===== src/rtl/instr_fetch_stage_if.sv =====
// Instruction-memory request/acknowledge bundle between the fetch stage (master) and memory (slave).
interface instr_fetch_stage_if;
    logic        imem_req_o;
    logic [31:0] imem_addr_o;
    logic        imem_ack_i;
    logic [31:0] imem_data_i;

    modport master (output imem_req_o, output imem_addr_o, input imem_ack_i, input imem_data_i);
    modport slave  (input imem_req_o, input imem_addr_o, output imem_ack_i, output imem_data_i);
endinterface


===== src/rtl/instr_fetch_stage.sv =====
// Instruction fetch stage: single-outstanding imem requests feeding the IF/ID register.
// Optional performance counters are enabled by defining FETCH_PERF_CNT_EN.
module instr_fetch_stage #(
    parameter logic [31:0] RESET_PC = 32'h0000_0000
) (
    input  logic                       clk_i,
    input  logic                       rst_i,
    input  logic                       stall_i,
    input  logic                       flush_i,
    input  logic [31:0]                branch_target_i,
    instr_fetch_stage_if.master        imem,
    output logic [31:0]                instr_o,
    output logic [31:0]                pc_plus4_o,
    output logic                       valid_o,
    output logic [31:0]                fetch_cnt_o,
    output logic [31:0]                bubble_cnt_o
);

    localparam int unsigned XLEN = 32;

    typedef enum logic [1:0] {S_IDLE, S_REQ, S_HOLD, S_DRAIN} state_e;

    state_e            state_q, state_d;
    logic [XLEN-1:0]   pc_q, pc_d;
    logic [XLEN-1:0]   req_addr_q, req_addr_d;
    logic              req_q, req_d;
    logic [XLEN-1:0]   hold_q, hold_d;
    logic [XLEN-1:0]   instr_q, instr_d;
    logic [XLEN-1:0]   pc4_q, pc4_d;
    logic              valid_q, valid_d;
    logic              ifid_load;
    logic              mem_ack;
    logic [XLEN-1:0]   target;

    // Acks are only meaningful while a request is outstanding; late acks after reset are dropped.
    assign mem_ack = imem.imem_ack_i && ((state_q == S_REQ) || (state_q == S_DRAIN));
    assign target  = branch_target_i & ~XLEN'(3);

    always_ff @(posedge clk_i) begin
        if (rst_i) state_q <= S_IDLE;
        else       state_q <= state_d;
    end

    always_comb begin
        state_d = state_q;
        case (state_q)
            S_IDLE:  state_d = S_REQ;
            S_REQ: begin
                if (flush_i)                 state_d = mem_ack ? S_REQ : S_DRAIN;
                else if (mem_ack && stall_i) state_d = S_HOLD;
            end
            S_HOLD:  if (flush_i || !stall_i) state_d = S_REQ;
            S_DRAIN: if (mem_ack) state_d = S_REQ;
            default: state_d = S_IDLE;
        endcase
    end

    always_comb begin
        pc_d       = pc_q;
        req_addr_d = req_addr_q;
        hold_d     = hold_q;
        instr_d    = instr_q;
        pc4_d      = pc4_q;
        valid_d    = valid_q;
        ifid_load  = 1'b0;
        if (flush_i) begin
            ifid_load = 1'b1;
            instr_d   = '0;
            valid_d   = 1'b0;
            pc_d      = target;
            hold_d    = '0;
        end else begin
            case (state_q)
                S_REQ: begin
                    if (mem_ack && !stall_i) begin
                        ifid_load = 1'b1;
                        instr_d   = imem.imem_data_i;
                        pc4_d     = req_addr_q + XLEN'(4);
                        valid_d   = 1'b1;
                        pc_d      = pc_q + XLEN'(4);
                    end else if (mem_ack) begin
                        hold_d = imem.imem_data_i;
                        pc_d   = pc_q + XLEN'(4);
                    end else if (!stall_i) begin
                        ifid_load = 1'b1;
                        instr_d   = '0;
                        valid_d   = 1'b0;
                    end
                end
                // pc already advanced past the held word, so it is that word's PC+4.
                S_HOLD: begin
                    if (!stall_i) begin
                        ifid_load = 1'b1;
                        instr_d   = hold_q;
                        pc4_d     = pc_q;
                        valid_d   = 1'b1;
                    end
                end
                default: ;
            endcase
        end
        // A new request is issued on entering REQ or after each completed request in REQ.
        if ((state_d == S_REQ) && ((state_q != S_REQ) || mem_ack)) req_addr_d = pc_d;
        req_d = (state_d == S_REQ) || (state_d == S_DRAIN);
    end

    always_ff @(posedge clk_i) begin
        if (rst_i) begin
            pc_q       <= RESET_PC;
            req_addr_q <= RESET_PC;
            req_q      <= 1'b0;
            hold_q     <= '0;
            instr_q    <= '0;
            pc4_q      <= '0;
            valid_q    <= 1'b0;
        end else begin
            pc_q       <= pc_d;
            req_addr_q <= req_addr_d;
            req_q      <= req_d;
            hold_q     <= hold_d;
            if (ifid_load) begin
                instr_q <= instr_d;
                pc4_q   <= pc4_d;
                valid_q <= valid_d;
            end
        end
    end

    assign imem.imem_req_o  = req_q;
    assign imem.imem_addr_o = req_addr_q;
    assign instr_o          = instr_q;
    assign pc_plus4_o       = pc4_q;
    assign valid_o          = valid_q;

`ifdef FETCH_PERF_CNT_EN
    logic [XLEN-1:0] fetch_cnt_q, fetch_cnt_d;
    logic [XLEN-1:0] bubble_cnt_q, bubble_cnt_d;

    always_comb begin
        fetch_cnt_d  = fetch_cnt_q + XLEN'(ifid_load && valid_d);
        bubble_cnt_d = bubble_cnt_q + XLEN'(ifid_load && !valid_d);
    end

    always_ff @(posedge clk_i) begin
        if (rst_i) begin
            fetch_cnt_q  <= '0;
            bubble_cnt_q <= '0;
        end else begin
            fetch_cnt_q  <= fetch_cnt_d;
            bubble_cnt_q <= bubble_cnt_d;
        end
    end

    assign fetch_cnt_o  = fetch_cnt_q;
    assign bubble_cnt_o = bubble_cnt_q;
`else
    assign fetch_cnt_o  = '0;
    assign bubble_cnt_o = '0;
`endif

endmodule


===== src/flat_wrapper.sv =====
// flat-port wrapper written by rule: the top's interface ports become plain ports
module instr_fetch_stage_flat 
#(
    parameter logic [31:0] RESET_PC = 32'h0000_0000
)
  (clk_i, rst_i, stall_i, flush_i, branch_target_i, instr_o, pc_plus4_o, valid_o, fetch_cnt_o, bubble_cnt_o, imem_imem_req_o, imem_imem_addr_o, imem_imem_ack_i, imem_imem_data_i);
  instr_fetch_stage_if imem_i ();
  input  logic clk_i;
  input  logic rst_i;
  input  logic stall_i;
  input  logic flush_i;
  input  logic [31:0] branch_target_i;
  output logic [31:0] instr_o;
  output logic [31:0] pc_plus4_o;
  output logic valid_o;
  output logic [31:0] fetch_cnt_o;
  output logic [31:0] bubble_cnt_o;
  output wire logic [$bits(imem_i.imem_req_o)-1:0] imem_imem_req_o;
  output wire logic [$bits(imem_i.imem_addr_o)-1:0] imem_imem_addr_o;
  input wire logic [$bits(imem_i.imem_ack_i)-1:0] imem_imem_ack_i;
  input wire logic [$bits(imem_i.imem_data_i)-1:0] imem_imem_data_i;
  assign imem_imem_req_o = imem_i.imem_req_o;
  assign imem_imem_addr_o = imem_i.imem_addr_o;
  assign imem_i.imem_ack_i = imem_imem_ack_i;
  assign imem_i.imem_data_i = imem_imem_data_i;
  instr_fetch_stage #(.RESET_PC(RESET_PC)) u_core (.clk_i(clk_i), .rst_i(rst_i), .stall_i(stall_i), .flush_i(flush_i), .branch_target_i(branch_target_i), .imem(imem_i), .instr_o(instr_o), .pc_plus4_o(pc_plus4_o), .valid_o(valid_o), .fetch_cnt_o(fetch_cnt_o), .bubble_cnt_o(bubble_cnt_o));
endmodule

===== config.mk =====
export PLATFORM = sky130hd
export DESIGN_NAME = instr_fetch_stage_flat
export DESIGN_NICKNAME = d
export VERILOG_FILES = /design/src/rtl/instr_fetch_stage_if.sv /design/src/rtl/instr_fetch_stage.sv /design/src/flat_wrapper.sv
export SDC_FILE = /design/constraint.sdc
export NUM_CORES = 1
export LEC_CHECK = 0
export ABC_AREA = 1
export CORE_MARGIN = 4
export CORE_UTILIZATION = 54
export CTS_BUF_LIST = sky130_fd_sc_hd__clkbuf_4 sky130_fd_sc_hd__clkbuf_8
export DETAILED_ROUTE_END_ITERATION = 10
export PLACE_DENSITY = 0.95
export SLEW_MARGIN = 0
export SYNTH_ARGS = -nofsm -noshare
export SYNTH_HDL_FRONTEND = slang
export SYNTH_SLANG_ARGS = --single-unit

===== constraint.sdc =====
create_clock -name clk_i -period 4.79 [get_ports clk_i]
set_input_delay 0.958 -clock clk_i [delete_from_list [all_inputs] [get_ports clk_i]]
set_output_delay 0.958 -clock clk_i [all_outputs]
set_load 0.05 [all_outputs]

* Word level (Yosys, flattened, before mapping) *
Cells that the tools add are included.
W data, S select, Z words.

storage, ports and cells
  flip-flop bits (word level) = 164
  bits in latches = 0
  bits in writable memories = 0
  bits in read-only memories = 0
  output and inout bits = 162
  logic and storage cells = 69
  memories kept = 0

cells by class
  $add $sub $neg = 2
  $mul = 0
  div/mod/pow operators = 0
  magnitude comparators = 0
  eq/ne operators = 11
  shift operators = 0
  mux-type cells = 30
  bitwise logic cells = 2
  reduce and logical (&&, ||, !) cells = 16

operators with widths
  kind                     number
  $mux W32                 11
  $pmux W32 S2             2
  $add A32 B3 Y32 const B  2
  $mux W2                  5
  $reduce_and A5 Y1        2
  $mux W1                  9
  $ne A4 B4 Y1 const B     2
  $pmux W2 S4              1
  $eq A2 B2 Y1 const B     3
  $eq A2 B1 Y1 const B     2
  $logic_and A1 B1 Y1      4
  $logic_or A1 B1 Y1       4
  $ne A2 B2 Y1 const B     2
  $pmux W1 S2              2
  $ne A3 B3 Y1 const B     1
  $reduce_and A3 Y1        1
  $reduce_bool A3 Y1       1
  $logic_not A2 Y1         1
  $ne A2 B1 Y1 const B     1
  $not A1 Y1               2
  $reduce_bool A2 Y1       1
  $reduce_or A2 Y1         1
  $logic_not A1 Y1         1

* Logic depth before layout (Yosys ltp) *
  depth after elaboration = 9
  gate-level depth with buffers = 16
  mapped depth without buffers = 14

* Least setup slack after synthesis *
OpenSTA, ideal clock, no wires.

  path type = register to register
  from = reg u_core.state_q[0]
  to = reg u_core.req_addr_q[20], in the netlist u_core.imem.imem_addr_o[20]
  setup time = 117 ps
  arrival = 2182 ps
  setup slack = 2491 ps
  stages on the path, launching flop included = 16
  buffers on the path = 3
  period minus slack after synthesis = 2299 ps
  path through = dfxtp_1 -> inv_1 -> ha_1 -> buf_2 -> inv_2 -> o22ai_1 -> nand2_1 -> nand2_1 -> nand2_1 -> nand3_2 -> buf_6 -> nand2_2 -> inv_2 -> buf_6 -> nor2_1 -> a21oi_2

between the ends
  cells in the longest elaborated chain, start to end = 9
  elaborated cells between the ends (all ways) = 22
  classes of those cells = eq/ne (5); mux (10); reduce/logical (7)

ends and longest elaborated chain
  what                                                 RTL line                                                                   text
  start: declaration                                   instr_fetch_stage.sv:23                                                    state_e state_q, state_d;
  start signal: assignment                             instr_fetch_stage.sv:41                                                    else state_q <= state_d;
  $eq A2 B1 Y1 / $eq A2 B2 Y1 (equally long branches)  instr_fetch_stage.sv:36, instr_fetch_stage.sv:46, instr_fetch_stage.sv:73
  $logic_or A1 B1 Y1                                   instr_fetch_stage.sv:36                                                    assign mem_ack = imem.imem_ack_i && ((state_q == S_REQ) || (state_q == S_DRAIN));
  $logic_and A1 B1 Y1                                  instr_fetch_stage.sv:36
  $logic_and A1 B1 Y1                                  instr_fetch_stage.sv:50                                                    else if (mem_ack && stall_i) state_d = S_HOLD;
  $mux W2                                              instr_fetch_stage.sv:50
  $mux W2                                              instr_fetch_stage.sv:49                                                    if (flush_i) state_d = mem_ack ? S_REQ : S_DRAIN;
  $pmux W2 S4                                          instr_fetch_stage.sv:46                                                    case (state_q)
  $eq A2 B1 Y1                                         instr_fetch_stage.sv:103                                                   if ((state_d == S_REQ) && ((state_q != S_REQ) || mem_ack)) req_addr_d = pc_d;
  $logic_and A1 B1 Y1                                  instr_fetch_stage.sv:103
  end signal: assignment                               instr_fetch_stage.sv:118                                                   req_addr_q <= req_addr_d;
  end: declaration                                     instr_fetch_stage.sv:25                                                    logic [XLEN-1:0] req_addr_q, req_addr_d;

Several ways; a longest one is shown, not always the timed one.
A chain may end at the register's enable or synchronous reset.

* Worst setup path after layout *
  from = in flush_i
  to = reg u_core.req_addr_q[1], in the netlist u_core.imem.imem_addr_o[1]

between the ends
  cells in the longest elaborated chain, start to end = 5
  elaborated cells between the ends (all ways) = 7
  classes of those cells = eq/ne (1); mux (4); reduce/logical (2)

ends and longest elaborated chain
  what                 RTL line                  text
  start: declaration   flat_wrapper.sv:11        input logic flush_i;
  $logic_or A1 B1 Y1   instr_fetch_stage.sv:52   S_HOLD: if (flush_i || !stall_i) state_d = S_REQ;
  $mux W2              instr_fetch_stage.sv:52
  $pmux W2 S4          instr_fetch_stage.sv:46
  $eq A2 B1 Y1         instr_fetch_stage.sv:103
  $logic_and A1 B1 Y1  instr_fetch_stage.sv:103

Several ways; a longest one is shown, not always the timed one.

==> flow_metrics.tcl <==
set metrics [dict create \
    cts_buffers 17 \
    dpl_cell_area_sq_um 10000 \
    min_path_type "flop to flop" \
    whs_ns 0.4562 \
    drt_iter0_markers 1439 \
    path_max_fanout 20 \
    cts_sinks 163 \
    min_period_over_period_pct 72.82 \
    stdcell_count 1602 \
    finalNetCount 1454 \
    crit_path_end_kind "flop" \
    place_inst 1570 \
    grt_pass1_wl_microns 42070 \
    postCtsSetupBuffers 0 \
    peakVddDrop_uv 196.6 \
    internal_power_w 0.002246 \
    antennaDiodeCount 0 \
    reg2reg_slack_ns 1.50 \
    required_ns 5.14 \
    firstDrtPassIters 6 \
    avgSynthCellArea_sq_um 6.852 \
    synth_top_cell_by_area "dfxtp_1" \
    gp_congestion 0.9913 \
    hold_viol_final 0 \
    syn2layout_area_growth_pct 22.41 \
    synthesis.area_sq_um 8538 \
    fin_setup_tns_ns 0 \
    maxCapViolations 0 \
    status "complete, no violations" \
    synth_warnings 0 \
    drt-total-wl_microns 27220 \
    cts_root_buf "clkbuf_8" \
    cts_repair_resize_count 0 \
    synth-edff-count 0 \
    period_needed_ns 3.488 \
    dr_total_vias 9134 \
    cp.arrival_ns 3.84 \
    place_hpwl_microns 19130 \
    ctsHtreeMaxLevel 4 \
    initial_core_util_pct 55.55 \
    power_w 0.003440 \
    leakage_nw 4.339 \
    synthFlopType "dfxtp_1" \
    final_layout_size_suffix_gt1_share_pct 6.183 \
    die_x_microns 133.7 \
    fmax_ghz 0.2867 \
    clk_pin_slew_worst_paths_ns 0.09 \
    ys_types 42 \
    cts_hold_buffers 0 \
    port_buffers 164 \
    wl_per_cell_microns 16.99 \
    power_frac_comb_pct 22.8 \
    power_frac_clock_pct 33.3 \
    drv_slew 0 \
    num_rows 45 \
    fin_area_sq_um 10450 \
    setup_violations 0 \
    insertion_delay_ns 0.48 \
    power_density_nw_per_um2 329.1 \
    grt-ovfl-total 0 \
    io-pin-count 231 \
    cts_tree "yes" \
    die_h_microns 133.7 \
    fin_worst_skew_ns 0.01352 \
    power_switching_w 0.001193 \
    grt_max_degree 72 \
    critical_path_class "input port to flop" \
    route.antenna.remaining_nets 0 \
    grt_use_total_pct 29.20 \
    grt_pass1_vias 8519 \
    rsz0062_at_grt "no" \
    ys_ff_latch 163 \
    synth-seq-area-share_pct 38.22 \
    die-area_sq_um 17890 \
    p_sw_share_pct 34.70 \
    drt-vias-per-instance 5.702 \
    synthArstFlopShare_pct 0 \
    netlist_instances 1246 \
    antenna_found_initial 0 \
    yosys-top-cells-area "dfxtp_1 (38%), nand2_1 (12%), a21oi_1 (7.1%)" \
    synth_top_area_share_pct 38.22 \
    p_seq_share_pct 43.9 \
    relSlewSlack_pct 12.02 \
    worst_setup_path_start_kind "input port" \
    core_sq_um 15370 \
    cts.path.max_buffers 2 \
    drc 0 \
    tightest_slew_ns 1.315 \
]
-- kinds of logic (layout without fill, tap and decap cells) --
kind of cell | Yosys count | count (layout) | synth area share [%]
other | 1 | 64 | 0.04392
muxes | 2 | 2 | 0.2345
DFF | 163 | 163 | 38.22
and+or+nand+nor | 553 | 553 | 27.67
AOI/OAI and AO/OA | 249 | 249 | 16.44
buffers and inverters | 253 | 335 | 14.52
xor gates and xnor gates | 18 | 18 | 1.846
adders and majority gates | 7 | 7 | 1.026
-- state kept, by name, summed over array words and instances, names as in the netlist --
name                     flops
u_core.hold_q               32
u_core.imem.imem_addr_o     32
u_core.instr_o              32
u_core.pc_plus4_o           32
u_core.pc_q                 32
u_core.state_q               2
u_core.valid_o               1
-- routing by layer --
metal	vias to the layer above	part of all wire (%)	GRT usage, %
li1	4222	-	-
met1	4145	37	35.14
met2	624	46	48.09
met3	143	11	6.949
met4	0	5.4	15.94
met5	-	0	0
-- area by class of cell --
type / count / area (sq um)
clock inverters: 13 / 196.4
well taps: 211 / 264.0
flip-flops and latches: 163 / 3263
clock buffers: 19 / 255.2
multi-input cells: 893 / 4277
repair buffers: 174 / 1712
fillers: 1223 / 4920
inverters: 129 / 484.2
-- placed cells by master, fill, tap and decap left out, types with 11 or more instances in the layout --
cell type	synthesis	final
inv_1	117	117
conb_1	1	64
o41ai_1	13	13
nand4_1	16	16
clkdlybuf4s50_1	0	163
nor3_1	19	19
nand3_1	113	113
clkbuf_8	0	18
o21ai_0	63	63
dfxtp_1	163	163
inv_2	11	11
nor2_1	104	103
nand2_1	278	278
a21oi_1	121	121
xor2_1	13	13
-- worst max-delay path, stage by stage --
cell and delay (ns):
clkdlybuf4s50_1 0.90, inv_2 0.14, nand2_1 0.09, o22ai_1 0.06, nand2_1 0.07, nand2_1 0.05, nand2_1 0.09, nand3_2 0.49
nand2_2 0.49, inv_2 0.21, nor2_1 0.20, a21oi_2 0.06
-- power groups by stage --
| stage | clock [W] | sequential, W | combinational (W) |
|---|---|---|---|
| CTS | 0.00115 | 0.00151 | 0.000776 |
| finish | 0.00114 | 0.00151 | 0.000784 |
| global route | 0.00121 | 0.00152 | 0.000830 |
| detailed placement | 0 | 0.00154 | 0.000770 |
| global placement | 0 | 0.00154 | 0.000753 |
| floorplan | 0 | 0.00168 | 0.000423 |
-- per-stage QoR --
stage | worst slack (ns) | utilization [%]
3_5_place_dp | 0.9010 | 65.05
4_1_cts | 1.367 | 67.99
6_report | 1.302 | 67.99
3_3_place_gp | 1.051 | 65.05
5_1_grt | 1.174 | 67.99
2_1_floorplan | 2.491 | -
-- synth_stat cells, types with 7 or more instances --
library cell and n:
nand2_1 278, dfxtp_1 163, a21oi_1 121, inv_1 117, nand3_1 113, nor2_1 104
buf_4 66, o21ai_0 63, clkbuf_1 32, nor3_1 19, buf_2 16, nand4_1 16
o41ai_1 13, xor2_1 13, inv_2 11, o21ai_1 10, o31ai_1 10, buf_1 7
ha_1 7, or2_2 7
-- worst paths after layout --
kind | start | endpoint | cells after the start
min reg2reg | u_core.hold_q[7] | u_core.hold_q[7] | 2
min | u_core.hold_q[7] | u_core.hold_q[7] | 2
max reg2reg | u_core.state_q[0] | u_core.pc_plus4_o[31] | 12
max | flush_i | u_core.imem.imem_addr_o[1] | 12
No activity file was read; power rests on OpenSTA's default activity.
